[config.mk]
export PLATFORM = sky130hd
export DESIGN_NAME = vga_timing_gen_flat
export DESIGN_NICKNAME = d
export VERILOG_FILES = /design/src/rtl/vga_timing_gen_if.sv /design/src/rtl/vga_timing_gen.sv /design/src/flat_wrapper.sv
export SDC_FILE = /design/constraint.sdc
export NUM_CORES = 1
export LEC_CHECK = 0
export ABC_AREA = 1
export CAP_MARGIN = 20
export CORE_ASPECT_RATIO = 0.5
export CORE_UTILIZATION = 55
export DETAILED_ROUTE_END_ITERATION = 16
export GPL_ROUTABILITY_DRIVEN = 0
export PLACE_DENSITY = 0.86
export REMOVE_ABC_BUFFERS = 1
export SLEW_MARGIN = 0
export SYNTH_ARGS = -nofsm -noshare
export SYNTH_HDL_FRONTEND = slang
export SYNTH_SLANG_ARGS = --single-unit
[constraint.sdc]
create_clock -name PixelClk -period 2.88 [get_ports PixelClk]
set_input_delay 0.576 -clock PixelClk [delete_from_list [all_inputs] [get_ports PixelClk]]
set_output_delay 0.576 -clock PixelClk [all_outputs]
set_load 0.01 [all_outputs]
[src/rtl/vga_timing_gen_if.sv]
// vga_timing_gen_if: video request/data/sync bundle between the timing generator and its source/sink
interface vga_timing_gen_if;
  logic        VideoEn;
  logic [23:0] VideoDin;
  logic        VideoDE;
  logic        VideoHS;
  logic        VideoVS;
  logic        VideoReq;
  logic [11:0] VideoXPos;
  logic [11:0] VideoYPos;
  logic [23:0] VideoDout;
  modport master (
    input  VideoEn, VideoDin,
    output VideoDE, VideoHS, VideoVS, VideoReq, VideoXPos, VideoYPos, VideoDout
  );
  modport slave (
    output VideoEn, VideoDin,
    input  VideoDE, VideoHS, VideoVS, VideoReq, VideoXPos, VideoYPos, VideoDout
  );
endinterface

[src/rtl/vga_timing_gen.sv]
// vga_timing_gen: raster timing generator with one-cycle-ahead pixel request and registered RGB output
module vga_timing_gen #(
  parameter int H_ACTIVE = 1280,
  parameter int H_FP     = 110,
  parameter int H_SYNC   = 40,
  parameter int H_BP     = 220,
  parameter int V_ACTIVE = 720,
  parameter int V_FP     = 5,
  parameter int V_SYNC   = 5,
  parameter int V_BP     = 20,
  parameter int SYNC_POL = 1
) (
  input  logic             PixelClk,
  input  logic             RstB,
  vga_timing_gen_if.master vid
);
  localparam int H_TOTAL = H_SYNC + H_BP + H_ACTIVE + H_FP;
  localparam int V_TOTAL = V_SYNC + V_BP + V_ACTIVE + V_FP;
  localparam int H_ACT_START = H_SYNC + H_BP;
  localparam int V_ACT_START = V_SYNC + V_BP;
  localparam logic SYNC_ON  = SYNC_POL != 0;
  localparam logic SYNC_OFF = ~SYNC_ON;
  logic        run_q, run_d;
  logic [11:0] hcnt_q, hcnt_d, vcnt_q, vcnt_d;
  logic        req_q, req_d, hs1_q, hs1_d, vs1_q, vs1_d;
  logic [11:0] xpos_q, xpos_d, ypos_q, ypos_d;
  logic        de_q, de_d, hs_q, hs_d, vs_q, vs_d;
  logic [23:0] dout_q, dout_d;
  logic        adv, h_wrap, v_wrap, h_act, v_act;
  // Counters advance only from the second enabled edge, so the first enabled edge parks them at (0,0)
  always_comb begin
    adv    = vid.VideoEn && run_q;
    h_wrap = hcnt_q == 12'(H_TOTAL - 1);
    v_wrap = vcnt_q == 12'(V_TOTAL - 1);
    run_d  = vid.VideoEn;
    hcnt_d = (!adv || h_wrap) ? 12'd0 : hcnt_q + 12'd1;
    vcnt_d = !adv ? 12'd0 : !h_wrap ? vcnt_q : v_wrap ? 12'd0 : vcnt_q + 12'd1;
  end
  // Stage 1 decodes the raster position into request, coordinates and raw syncs
  always_comb begin
    h_act  = hcnt_q >= 12'(H_ACT_START) && hcnt_q < 12'(H_ACT_START + H_ACTIVE);
    v_act  = vcnt_q >= 12'(V_ACT_START) && vcnt_q < 12'(V_ACT_START + V_ACTIVE);
    req_d  = adv && h_act && v_act;
    xpos_d = req_d ? hcnt_q - 12'(H_ACT_START) : 12'd0;
    ypos_d = req_d ? vcnt_q - 12'(V_ACT_START) : 12'd0;
    hs1_d  = (adv && hcnt_q < 12'(H_SYNC)) ? SYNC_ON : SYNC_OFF;
    vs1_d  = (adv && vcnt_q < 12'(V_SYNC)) ? SYNC_ON : SYNC_OFF;
  end
  // Stage 2 delays timing by one cycle to line up with the pixel returned by the source
  always_comb begin
    de_d   = req_q;
    hs_d   = hs1_q;
    vs_d   = vs1_q;
    dout_d = req_q ? vid.VideoDin : 24'h0;
  end
  // Pipeline and counter registers; reset parks syncs at their inactive level
  always_ff @(posedge PixelClk or negedge RstB) begin
    if (!RstB) begin
      run_q  <= 1'b0;
      hcnt_q <= 12'd0;
      vcnt_q <= 12'd0;
      req_q  <= 1'b0;
      xpos_q <= 12'd0;
      ypos_q <= 12'd0;
      hs1_q  <= SYNC_OFF;
      vs1_q  <= SYNC_OFF;
      de_q   <= 1'b0;
      hs_q   <= SYNC_OFF;
      vs_q   <= SYNC_OFF;
      dout_q <= 24'h0;
    end else begin
      run_q  <= run_d;
      hcnt_q <= hcnt_d;
      vcnt_q <= vcnt_d;
      req_q  <= req_d;
      xpos_q <= xpos_d;
      ypos_q <= ypos_d;
      hs1_q  <= hs1_d;
      vs1_q  <= vs1_d;
      de_q   <= de_d;
      hs_q   <= hs_d;
      vs_q   <= vs_d;
      dout_q <= dout_d;
    end
  end
  assign vid.VideoReq  = req_q;
  assign vid.VideoXPos = xpos_q;
  assign vid.VideoYPos = ypos_q;
  assign vid.VideoDE   = de_q;
  assign vid.VideoHS   = hs_q;
  assign vid.VideoVS   = vs_q;
  assign vid.VideoDout = dout_q;
endmodule

[src/flat_wrapper.sv]
// flat-port wrapper written by rule: the top's interface ports become plain ports
module vga_timing_gen_flat 
#(
  parameter int H_ACTIVE = 1280,
  parameter int H_FP     = 110,
  parameter int H_SYNC   = 40,
  parameter int H_BP     = 220,
  parameter int V_ACTIVE = 720,
  parameter int V_FP     = 5,
  parameter int V_SYNC   = 5,
  parameter int V_BP     = 20,
  parameter int SYNC_POL = 1
)
  (PixelClk, RstB, vid_VideoEn, vid_VideoDin, vid_VideoDE, vid_VideoHS, vid_VideoVS, vid_VideoReq, vid_VideoXPos, vid_VideoYPos, vid_VideoDout);
  vga_timing_gen_if vid_i ();
  input  logic PixelClk;
  input  logic RstB;
  input wire logic [$bits(vid_i.VideoEn)-1:0] vid_VideoEn;
  input wire logic [$bits(vid_i.VideoDin)-1:0] vid_VideoDin;
  output wire logic [$bits(vid_i.VideoDE)-1:0] vid_VideoDE;
  output wire logic [$bits(vid_i.VideoHS)-1:0] vid_VideoHS;
  output wire logic [$bits(vid_i.VideoVS)-1:0] vid_VideoVS;
  output wire logic [$bits(vid_i.VideoReq)-1:0] vid_VideoReq;
  output wire logic [$bits(vid_i.VideoXPos)-1:0] vid_VideoXPos;
  output wire logic [$bits(vid_i.VideoYPos)-1:0] vid_VideoYPos;
  output wire logic [$bits(vid_i.VideoDout)-1:0] vid_VideoDout;
  assign vid_i.VideoEn = vid_VideoEn;
  assign vid_i.VideoDin = vid_VideoDin;
  assign vid_VideoDE = vid_i.VideoDE;
  assign vid_VideoHS = vid_i.VideoHS;
  assign vid_VideoVS = vid_i.VideoVS;
  assign vid_VideoReq = vid_i.VideoReq;
  assign vid_VideoXPos = vid_i.VideoXPos;
  assign vid_VideoYPos = vid_i.VideoYPos;
  assign vid_VideoDout = vid_i.VideoDout;
  vga_timing_gen #(.H_ACTIVE(H_ACTIVE), .H_FP(H_FP), .H_SYNC(H_SYNC), .H_BP(H_BP), .V_ACTIVE(V_ACTIVE), .V_FP(V_FP), .V_SYNC(V_SYNC), .V_BP(V_BP), .SYNC_POL(SYNC_POL)) u_core (.PixelClk(PixelClk), .RstB(RstB), .vid(vid_i));
endmodule
**Yosys cells after proc, flatten, opt, wreduce, memory -nomap -nowiden**

Index checks and enable logic that the tools add are counted.

- Memories kept: 0
- Bits in writable memories: 0
- Input port bits: 27
- Output and inout bits: 52
- ROM bits: 0
- Word-level logic and storage cells: 43
- Flip-flop bits (word level): 79
- Latch bits: 0

- Div/mod/pow operators: 0
- Shift-type cells: 0
- Bitwise gates (word level): 0
- Add/subtract/negate cells: 4
- Reductions and logical operators: 9
- Multiply operators: 0
- Equality and inequality tests: 3
- Order comparisons: 6
- Muxes and demuxes: 9

Operators with widths:

| operator | count |
|---|---|
| 12-bit 2-to-1 mux | 6 |
| 12-bit by 1-bit adder with 12-bit output (second input constant) | 2 |
| 24-bit 2-to-1 mux | 1 |
| 12-bit by 10-bit == test with 1-bit output (second input constant) | 1 |
| 12-bit by 11-bit == test with 1-bit output (second input constant) | 1 |
| 12-bit by 5-bit >= comparator with 1-bit output (second input constant) | 1 |
| 12-bit by 9-bit >= comparator with 1-bit output (second input constant) | 1 |
| 12-bit by 10-bit less-than comparator with 1-bit output (second input constant) | 1 |
| 12-bit by 11-bit less-than comparator with 1-bit output (second input constant) | 1 |
| 12-bit by 3-bit less-than comparator with 1-bit output (second input constant) | 1 |
| 12-bit by 6-bit less-than comparator with 1-bit output (second input constant) | 1 |
| 12-bit by 5-bit subtractor with 12-bit output (second input constant) | 1 |
| 12-bit by 9-bit subtractor with 12-bit output (second input constant) | 1 |
| 1-bit logical AND | 7 |
| 1-bit 2-to-1 mux | 2 |
| 2-bit inequality test (second input constant) | 1 |
| 1-bit logical NOT | 1 |
| 1-bit logical OR | 1 |

**Depth between registers and ports, before layout**

Gate-level depths: netlist of the first run.

- Word-level depth: 5
- Mapped depth: 11
- Mapped depth without buffers: 10

**Worst setup path before layout of the first run**

OpenSTA, ideal clock, no wires.

- Kind: flip-flop to flip-flop
- From: reg u_core.vcnt_q[0]
- To: reg u_core.xpos_q[2], in the netlist u_core.vid.VideoXPos[2]
- Path buffers: 1
- Slack: 1.368 ns
- Data arrival time: 1.443 ns
- Setup time: 0.069 ns
- Clock period less this slack: 1.512 ns
- Stages on the path, launching flop included: 11
- Data required time: 2.811 ns
- Cell sequence: dfrtp_1 -> inv_1 -> ha_1 -> nand2_2 -> nand2_4 -> nand2_2 -> nor2_1 -> nor2_2 -> nand3_4 -> buf_6 -> nor2_2

- Longest elaborated chain between the ends: 4
- Elaborated cells between the ends (all ways): 5
- Those cells by class: 2 x order compare; 1 x mux; 2 x reduce/logical

RTL lines:

| item | line | RTL |
|---|---|---|
| start, declared | vga_timing_gen.sv:24 | `logic [11:0] hcnt_q, hcnt_d, vcnt_q, vcnt_d;` |
| start signal, assigned | vga_timing_gen.sv:74 | `vcnt_q <= vcnt_d;` |
| 12-bit by 5-bit >= comparator with 1-bit output / 12-bit by 10-bit less-than comparator with 1-bit output (equally long branches) | vga_timing_gen.sv:42 | `v_act = vcnt_q >= 12'(V_ACT_START) && vcnt_q < 12'(V_ACT_START + V_ACTIVE);` |
| 1-bit logical AND * | vga_timing_gen.sv:42 |  |
| 1-bit logical AND * | vga_timing_gen.sv:43 | `req_d = adv && h_act && v_act;` |
| 12-bit 2-to-1 mux * | vga_timing_gen.sv:44 | `xpos_d = req_d ? hcnt_q - 12'(H_ACT_START) : 12'd0;` |
| net u_core.xpos_d[2] | vga_timing_gen.sv:26 | `logic [11:0] xpos_q, xpos_d, ypos_q, ypos_d;` |
| end signal, assigned | vga_timing_gen.sv:76 | `xpos_q <= xpos_d;` |
| end, declared | vga_timing_gen.sv:26 |  |

Mark *: on every way through the listed nets, which the timed path passes. The rest lies on a longest branch.
A chain may end at the register's enable or synchronous reset.

**Worst setup path in the final report of the first run**

- From: in vid_VideoEn
- To: reg u_core.vcnt_q[3]

- Longest elaborated chain between the ends: 2
- Elaborated cells between the ends (all ways): 3
- Those cells by class: 1 x eq/ne; 1 x mux; 1 x reduce/logical

RTL lines:

| item | line | RTL |
|---|---|---|
| start, declared | flat_wrapper.sv:18 | `input wire logic [$bits(vid_i.VideoEn)-1:0] vid_VideoEn;` |
| 1-bit logical AND * | vga_timing_gen.sv:32 | `adv = vid.VideoEn && run_q;` |
| 2-bit inequality test (no line) / 12-bit 2-to-1 mux (equally long branches) | n/a |  |

Mark *: on every way between the ends. The rest lies on a longest branch, timed or not.

==> results of run 1 <==
area by class of cell:
class | instances | area, um2 | area share (%)
clock buffers | 12 | 256 | 5.37
well taps | 88 | 110 | 2.30
repair buffers | 79 | 786 | 16.4
clock inverters | 4 | 52.6 | 1.10
flip-flops and latches | 79 | 1980 | 41.4
multi-input cells | 257 | 1350 | 28.2
inverters | 66 | 249 | 5.21
final timing paths:
path / to / cells past startpoint
max: u_core.vcnt_q[3] / 6
min: u_core.vid.VideoVS / 0
max reg2reg: u_core.vcnt_q[3] / 8
min reg2reg: u_core.vid.VideoVS / 0
max in group asynchronous: u_core.vid.VideoDout[10] / 1
min in group asynchronous: u_core.vid.VideoYPos[1] / 1
per-layer routing:
layer	global-route usage (%)	share of wire, %
met5	0	0
met4	9.04	1.6
met3	6.95	7.7
met2	44.4	50
met1	28.1	41
worst max-delay path: stages:
cell and delay [ps]:
clkdlybuf4s50_1 410, nand2_1 180, inv_1 170, nand2_2 430, inv_1 250, o21ai_0 320
registers in the layout, summed over array words and instances, names as in the netlist:
name                  cells
u_core.hcnt_q            12
u_core.hs1_q              1
u_core.run_q              1
u_core.vcnt_q            12
u_core.vid.VideoDE        1
u_core.vid.VideoDout     24
u_core.vid.VideoHS        1
u_core.vid.VideoReq       1
u_core.vid.VideoVS        1
u_core.vid.VideoXPos     12
u_core.vid.VideoYPos     12
u_core.vs1_q              1
cell families (layout without fill, tap and decap cells):
family / Yosys count / count (layout) / synth area share, %
AO/OA/AOI/OAI: 26 / 26 / 3.70
XOR/XNOR: 17 / 17 / 4.08
adder cells (fa/ha/maj): 10 / 10 / 3.42
buffers and inverters: 78 / 161 / 8.97
flip-flops: 79 / 79 / 54.1
AND/OR/NAND/NOR: 204 / 204 / 25.7
power groups by stage:
stage                     sequential, W  combinational (W)  clock [W]
after floorplan                 0.00114          0.0000329          0
after global placement          0.00114          0.0000996          0
after detailed placement        0.00114           0.000102          0
after CTS                       0.00112           0.000103    0.00117
after global routing            0.00112           0.000113    0.00121
final                           0.00112           0.000101    0.00115
through the flow:
stage	cell area (um2)	utilization, %	hold slack, ps	total power (W)	cells
6_report	4780	76.7	347	0.00238	585
5_1_grt	4780	76.7	368	0.00245	585
4_1_cts	4780	76.7	349	0.00240	585
3_5_place_dp	4470	71.7	338	0.00125	569
3_3_place_gp	4470	71.7	332	0.00124	569
2_1_floorplan	3570	-	280	0.00118	402
cell usage after synthesis, drive strengths merged:
cell / instances
nand2: 89
a21oi: 11
nor2: 68
nand4: 7
inv: 65
ha: 10
buf: 10
nand3: 32
o211ai: 1
dfrtp: 79
nor3b: 1
o21ai: 13
clkbuf: 2
xnor2: 2
nor4: 1
clkinv: 1
a211oi: 1
xor2: 15
nor3: 6
==> impl_metrics.py, run 1 <==
metrics = {
    "outcome": {
        "status": "finished, final reports clean",
    },
    "detailed_routing": {
        "vias": 2924,
        "routed_via_density": 5.00,
        "drtAntennaViolNets": 0,
        "wl_per_cell_um": 13.2,
        "route.detailed.drc": 0,
        "wl_um": 7720,
        "drtIter0Drc": 176,
        "dr.pass1.iters": 4,
    },
    "synthesis": {
        "synth_top_area_cell": "dfrtp_1",
        "yosys.area.top_type_share_pct": 54.1,
        "synth_cell_types": 28,
        "syn_area_um2": 3650,
        "ys_ff_latch": 79,
        "yosysSeqAreaShare_pct": 54.1,
        "synth_cells": 414,
        "avgSynthCellArea_um2": 8.82,
        "ys.warnings.count": 0,
        "ys_top_cells_by_area": "dfrtp_1 (54%), nand2_1 (8.5%), inv_1 (6.2%), nor2_1 (4.5%), nand3_1 (4.1%)",
    },
    "sta": {
        "fin_setup_tns_ps": 0,
        "rsz0062_at_grt": "no",
        "period_share_pct": 73.2,
        "setup_ws_ps": 771,
        "min_period_ps": 2110,
        "worstMarginPinSlew_ps": 946,
        "slew_violations": 0,
        "setup_viol": 0,
        "skew_ps": 6.07,
        "fmax_ghz": 0.474,
        "hold_violations": 0,
        "max-slew-margin-rel_pct": 36.9,
    },
    "power": {
        "p_comb_share_pct": 4.3,
        "p_seq_share_pct": 47.2,
        "p_leak_nw": 2.57,
        "ir_drop_v": 0.000298,
        "clockPowerShare_pct": 48.5,
        "switching_share_pct": 20.8,
        "power_switching_w": 0.000495,
        "internal_power_w": 0.00188,
        "p_per_area_nw_per_um2": 498,
    },
    "min_path": {
        "holdCritStartpoint": "u_core.vs1_q",
        "hp-class": "flop to flop",
    },
    "floorplan": {
        "die_y_um": 59.6,
        "dieArea_um2": 6990,
        "ios": 79,
        "coreArea_um2": 6230,
        "die_w_um": 117,
        "initial_utilization_pct": 58.6,
        "placementRows": 20,
    },
    "cts": {
        "cts.clk_slew.worst_paths_ps": 60,
        "cts_max_level": 3,
        "cts_tree": "built",
        "cts-root-buf": "clkbuf_16",
        "cts_hold_buffers": 0,
        "clkLatencyLatePin_ps": 340,
        "clockBufferDepth": 2,
        "cts_setup_buffers": 0,
        "ctsResizeCount": 0,
        "cts.sinks": 79,
        "numCtsBuffers": 9,
    },
    "grt": {
        "track_usage_pct": 24.5,
        "gr-total-overflow": 0,
        "grt_start_max_net_pins": 80,
        "grt_pass1_wl_um": 12700,
        "first_global_vias": 2744,
        "antenna_found_initial": 0,
    },
    "final_layout": {
        "nFillCells": 402,
        "drive_above_1_share_pct": 11.3,
        "layout.nets": 529,
        "final_common_cell": "nand2_1",
        "n_antenna_cell": 0,
        "area_growth_syn_to_layout_pct": 30.8,
        "final_cell_mix": "nand2_1 (83), dfrtp_1 (79), clkdlybuf4s50_1 (77)",
    },
    "setup_path": {
        "worstPathArrival_ps": 2340,
        "end_kind": "flop",
        "cp_max_fo": 28,
        "cp-startpoint": "vid_VideoEn",
        "critPathKind": "input pin to flop",
        "critical_path_required_ps": 3110,
        "critPathLaunchType": "input pin",
        "r2r_start": "u_core.hcnt_q[2]",
        "reg2reg_slack_ps": 800,
    },
    "job": {
        "maxCapViolCount": 0,
    },
    "placement": {
        "pre_cts_slack_ps": 523,
        "portBuffers": 78,
        "hpwl_um": 5290,
    },
}
Note: power is estimated with default switching activity, not from simulation.
==> run 2: changes to the inputs <==
- CORE_UTILIZATION: 55 -> 51
- PLACE_DENSITY: 0.86 -> 0.8
- clock period: 2.88 -> 2.2 ns (I/O delays scaled with it)
==> run 2 against run 1 <==
  * Sequential power increased by 31%
  * Via count decreased by 0.27%
  * Sequential cell count unchanged
  * Critical path type is now flop to flop
  * Highest routed layer unchanged
==> impl_metrics.py, run 2 (synthesis gave the netlist of run 1 again) <==
metrics = {
    "outcome": {
        "status": "finished, final reports clean",
    },
    "final_layout": {
        "area_growth_syn_to_layout_pct": 32.8,
        "layout.nets": 535,
        "final_common_cell": "nand2_1",
        "largest_reg_flops": 24,
        "layout.cells.non_filler": 594,
        "drive_above_1_share_pct": 12.4,
        "n_antenna_cell": 0,
        "fin_area_um2": 4850,
        "final_cell_mix": "nand2_1 (83), dfrtp_1 (79), clkdlybuf4s50_1 (77)",
    },
    "cts": {
        "cts_max_level": 3,
        "cts.sinks": 79,
        "cts_hold_buffers": 0,
        "cts-root-buf": "clkbuf_16",
        "cts_tree": "built",
        "clockBufferDepth": 2,
        "cts_setup_buffers": 0,
        "clkLatencyLatePin_ps": 330,
        "numCtsBuffers": 9,
        "ctsResizeCount": 0,
        "cts.clk_slew.worst_paths_ps": 60,
    },
    "sta": {
        "fmax_ghz": 0.522,
        "whs_ps": 158,
        "period_share_pct": 87.0,
        "max-slew-margin-rel_pct": 53.0,
        "fin_setup_tns_ps": 0,
        "slew_violations": 0,
        "rsz0062_at_grt": "no",
        "hold_violations": 0,
        "worstMarginPinSlew_ps": 706,
        "setup_viol": 0,
        "min_period_ps": 1910,
        "skew_ps": 2.74,
    },
    "detailed_routing": {
        "routed_via_density": 4.91,
        "wl_met1_um": 3510,
        "wl_um": 7690,
        "wl_per_cell_um": 12.9,
        "dr.pass1.iters": 4,
        "routed-wl-met3_um": 584,
        "drtIter0Drc": 162,
        "highest_layer": "met4",
        "drtAntennaViolNets": 0,
        "wl_met2_um": 3470,
        "route.detailed.drc": 0,
        "vias": 2916,
    },
    "setup_path": {
        "cp_max_fo": 13,
        "crit_family": "flip-flops",
        "critical_path_required_ps": 2440,
        "critical_path.endpoint": "u_core.hcnt_q[8]",
        "cpMaxStageDelayCell": "dfrtp_1",
        "r2r-end": "u_core.hcnt_q[8]",
        "critPathLaunchType": "flop",
        "reg2regPathDepth": 9,
        "critPathKind": "flop to flop",
        "critPathBufInv": 2,
        "cpMostUsedCell": "inv_1",
        "crit_cells": 9,
        "path_cells": "inv_1 > ha_1 > nand3_1 > nor2_1 > nand2_1 > nand2_2 > inv_1 > o21ai_0 > a21oi_1",
        "cp-startpoint": "u_core.hcnt_q[2]",
        "r2r_start": "u_core.hcnt_q[2]",
        "cpPeakStageDelay_ps": 480,
        "worstPathArrival_ps": 2150,
        "reg2reg_slack_ps": 290,
        "end_kind": "flop",
    },
    "floorplan": {
        "die_w_um": 122,
        "placementRows": 21,
        "coreArea_um2": 6810,
        "dieArea_um2": 7530,
        "initial_utilization_pct": 53.7,
        "ios": 79,
        "die_y_um": 61.9,
    },
    "grt": {
        "gr-total-overflow": 0,
        "grt_start_max_net_pins": 57,
        "grt_pass1_wl_um": 12200,
        "track_usage_pct": 22.0,
        "antenna_found_initial": 0,
        "first_global_vias": 2578,
    },
    "placement": {
        "hpwl_um": 5360,
        "dp.cells": 579,
        "dpl_cell_area_um2": 4530,
        "portBuffers": 78,
    },
    "power": {
        "p_leak_nw": 2.61,
        "ir_drop_v": 0.000378,
        "p_per_area_nw_per_um2": 651,
    },
    "min_path": {
        "hp-class": "input pin to async pin",
    },
    "job": {
        "maxCapViolCount": 0,
    },
}
-- run 2: final cells by class --
type	count	area [um2]
tap	92	115
clock buffer	13	280
clock inverter	2	37.5
sequential	79	1980
timing repair buffer	85	843
inverter	66	249
multi-input combinational	257	1350
fill	534	1950
-- run 2: layer usage --
| metal | GRT usage, % | vias to the layer above |
|---|---|---|
| met5 | 0 | - |
| met4 | 6.70 | 0 |
| met3 | 7.94 | 17 |
| met2 | 36.0 | 114 |
| met1 | 28.0 | 1350 |
| li1 | - | 1435 |
-- run 2: report_power, final --
| group | switching, W | internal (W) |
|---|---|---|
| Clock | 0.000548 | 0.000995 |
| Sequential | 0.00000865 | 0.00146 |
| Combinational | 0.0000775 | 0.0000664 |
| Total | 0.000634 | 0.00252 |
-- run 2: how the worst min path moves through the flow --
stage                          endpoint    startpoint  slack (ps)  depth (start not counted)
2_1_floorplan          u_core.hcnt_q[0]          RstB         140                          0
3_3_place_gp         u_core.vid.VideoHS  u_core.hs1_q         330                          0
3_5_place_dp         u_core.vid.VideoHS  u_core.hs1_q         340                          0
4_1_cts         u_core.vid.VideoDout[5]          RstB         180                          1
5_1_grt         u_core.vid.VideoDout[5]          RstB         210                          1
6_report       u_core.vid.VideoDout[19]          RstB         160                          1
-- run 2: metrics by stage --
stage	total power [W]	setup slack, ps	util (%)
after floorplan	0.00154	583	-
after global placement	0.00164	370	66.6
after detailed placement	0.00164	278	66.6
after CTS	0.00319	384	71.3
after global routing	0.00327	176	71.3
final	0.00316	286	71.3
-- run 2: worst reg2reg max path: cells and delay by family, from the launching register on --
kind,cells,cell delay [ps]
flops,1,480
buf+inv,2,390
simple gates,4,370
compound gates,2,350
fa+ha+maj,1,230
==> run 3: changes to the inputs <==
- ABC_AREA: 1 -> not set
==> run 3 against run 2 <==
  * Synthesized cell count down 18%
  * Sequential cell count unchanged
  * Largest cell class unchanged
  * Sequential power about the same
  * Register-to-register slack worse by 90 ps
  * First-iteration DRC count up 24%
  * Design area up 3.9%
  * Global-route usage up 1.3 points
  * Count of clock-buffer cells in the layout down 3
  * Via count down 3.4%
  * Critical path depth down 2
  * Clock power about the same
==> impl_metrics.py, run 3 <==
metrics = {
    "final_layout": {
        "nFillCells": 455,
        "final_cell_mix": "dfrtp_1 (79), clkdlybuf4s50_1 (77), and2_1 (29)",
        "final_common_cell": "dfrtp_1",
        "area_growth_syn_to_layout_pct": 33.9,
        "n_antenna_cell": 0,
        "largest_reg_flops": 24,
        "layout.nets": 463,
        "drive_above_1_share_pct": 15.8,
        "regArea_um2": 1980,
        "multiInputGateArea_um2": 1630,
    },
    "sta": {
        "rsz0062_at_grt": "no",
        "fin_setup_tns_ps": 0,
        "setup_viol": 0,
        "skew_ps": 7.43,
        "min_period_ps": 2000,
        "setup_ws_ps": 196,
        "max-slew-margin-rel_pct": 63.1,
        "period_share_pct": 91.1,
        "fmax_ghz": 0.499,
        "hold_violations": 0,
        "slew_violations": 0,
        "worstMarginPinSlew_ps": 553,
    },
    "setup_path": {
        "critPathBufInv": 2,
        "cpPeakStageDelay_ps": 430,
        "path_cells": "inv_1 > ha_1 > nand2b_1 > a21oi_1 > o221ai_4 > buf_4 > nor3_2",
        "critPathLaunchType": "flop",
        "critical_path_required_ps": 2460,
        "crit_family": "compound AO/OA/AOI/OAI gates",
        "worstPathArrival_ps": 2260,
        "end_kind": "flop",
        "cp_max_fo": 9,
        "critPathKind": "flop to flop",
        "cpMaxStageDelayCell": "dfrtp_1",
    },
    "grt": {
        "first_global_vias": 2951,
        "antenna_found_initial": 0,
        "grt_pass1_wl_um": 13700,
        "gr-total-overflow": 0,
        "grt_start_max_net_pins": 43,
        "track_usage_pct": 23.2,
    },
    "synthesis": {
        "syn_area_um2": 3760,
        "yosys.area.top_type_share_pct": 52.5,
        "synth_top_area_cell": "dfrtp_1",
        "synth_cell_types": 53,
        "yosysSeqAreaShare_pct": 52.5,
        "synth_edf_count": 0,
        "synth_common_cells": "dfrtp_1 (79), and2_1 (29), nand2_1 (22), nor2_1 (20), nor3_2 (19)",
        "ys.warnings.count": 0,
        "yosysMostFrequentCell": "dfrtp_1",
        "synthArstFlopShare_pct": 100,
        "avgSynthCellArea_um2": 11.1,
        "ys_ff_latch": 79,
        "ys_top_cells_by_area": "dfrtp_1 (53%), nor3_2 (5.1%), and2_1 (4.8%), ha_1 (3.3%), xor2_1 (3.3%)",
        "synth_cells": 338,
        "synth_top_flop_cell": "dfrtp_1",
    },
    "detailed_routing": {
        "drtIter0Drc": 201,
        "drtAntennaViolNets": 0,
        "dr.pass1.iters": 4,
        "vias": 2817,
        "route.detailed.drc": 0,
        "routed_via_density": 5.39,
        "wl_um": 8120,
        "wl_per_cell_um": 15.5,
    },
    "floorplan": {
        "ios": 79,
        "coreArea_um2": 6910,
        "dieArea_um2": 7750,
        "placementRows": 21,
        "initial_utilization_pct": 54.5,
        "die_w_um": 123,
        "die_y_um": 62.7,
    },
    "cts": {
        "numCtsBuffers": 9,
        "cts_tree": "built",
        "cts.sinks": 79,
        "cts_max_level": 3,
        "clkLatencyLatePin_ps": 340,
        "cts.clk_slew.worst_paths_ps": 60,
        "cts_hold_buffers": 0,
        "clockBufferDepth": 2,
        "cts-root-buf": "clkbuf_16",
    },
    "outcome": {
        "status": "finished, final reports clean",
    },
    "power": {
        "p_per_area_nw_per_um2": 624,
        "ir_drop_v": 0.000387,
        "p_leak_nw": 2.20,
    },
    "placement": {
        "hpwl_um": 5710,
        "portBuffers": 78,
        "pre_cts_slack_ps": 91.2,
    },
    "min_path": {
        "hp-class": "input pin to async pin",
    },
    "job": {
        "maxCapViolCount": 0,
    },
}
==> run 3: cell count changes after synthesis, moves of 5 or more <==
cell     before  now
nand2_1      83   22
and2_1        0   29
or3_1         0    6
nand2_2       5    0
o31ai_1       0    5
inv_1        60    9
inv_2         5    0
nor2_2       24    0
nor3_2        1   19
nor2_1       44   20
nand3_1      30   14
xnor2_1       2   10
==> run 3: per-layer routing <==
metal | GRT usage [%] | wire length (um) | vias up
li1 | - | - | 1351
met1 | 28.5 | 3600 | 1357
met2 | 38.5 | 3810 | 94
met3 | 6.57 | 553 | 15
met4 | 9.64 | 155 | 0
met5 | 0 | 0 | -
==> run 3: kinds of logic (layout without fill, tap and decap cells) <==
family,Yosys count,count (layout),share of synthesized area [%]
AO/OA/AOI/OAI,49,49,10.0
XOR/XNOR,24,24,5.59
adder cells (fa/ha/maj),10,10,3.32
buffers and inverters,32,125,4.59
flip-flops,79,79,52.5
AND/OR/NAND/NOR,144,144,24.0
==> run 3: per-stage QoR <==
stage	std cells	hold slack, ps	area, um2	power (W)	utilization (%)
after floorplan	315	144	3620	0.00155	-
after global placement	507	336	4720	0.00166	68.3
after detailed placement	507	344	4720	0.00166	68.3
after CTS	523	107	5030	0.00316	72.8
after global routing	523	129	5040	0.00325	72.9
final	523	91.9	5040	0.00315	72.9
==> run 3: repair_timing <==
item / 4_1_cts / 5_1_grt
buffers inserted: 0 / 0
endpoints found under the setup margin: 0 / 6
hold endpoints to repair: 0 / 0
gates resized for setup: 0 / 1
==> run 3: cell type report <==
cell class	instances	area share (%)
Sequential cell	79	39.2
Clock inverter	6	1.37
Inverter	9	0.670
Clock buffer	10	4.74
Timing Repair Buffer	100	19.5
Tap cell	92	2.28
Multi-Input combinational cell	227	32.2
==> run 3: worst paths after layout <==
check	end	startpoint	slack, ps	depth (start not counted)
setup / recovery	u_core.vid.VideoXPos[4]	u_core.vcnt_q[1]	200	7
hold / removal	u_core.vid.VideoYPos[0]	RstB	90	1
setup reg to reg	u_core.vid.VideoXPos[4]	u_core.vcnt_q[1]	200	7
hold reg to reg	u_core.vid.VideoHS	u_core.hs1_q	350	0
max in group asynchronous	u_core.vid.VideoDout[12]	RstB	1530	2
min in group PixelClk	u_core.vid.VideoHS	u_core.hs1_q	350	0
==> run 3: worst reg2reg max path: stages (launching register included) <==
cell      delay [ps]
dfrtp_1          430
inv_1            130
ha_1             240
nand2b_1         150
a21oi_1          340
o221ai_4         250
buf_4            240
nor3_2           150
==> run 3: power by group <==
group          internal (W)  switching (W)  total (W)
Combinational     0.0000776      0.0000905   0.000168
Sequential          0.00146     0.00000628    0.00147
Clock              0.000912       0.000598    0.00151
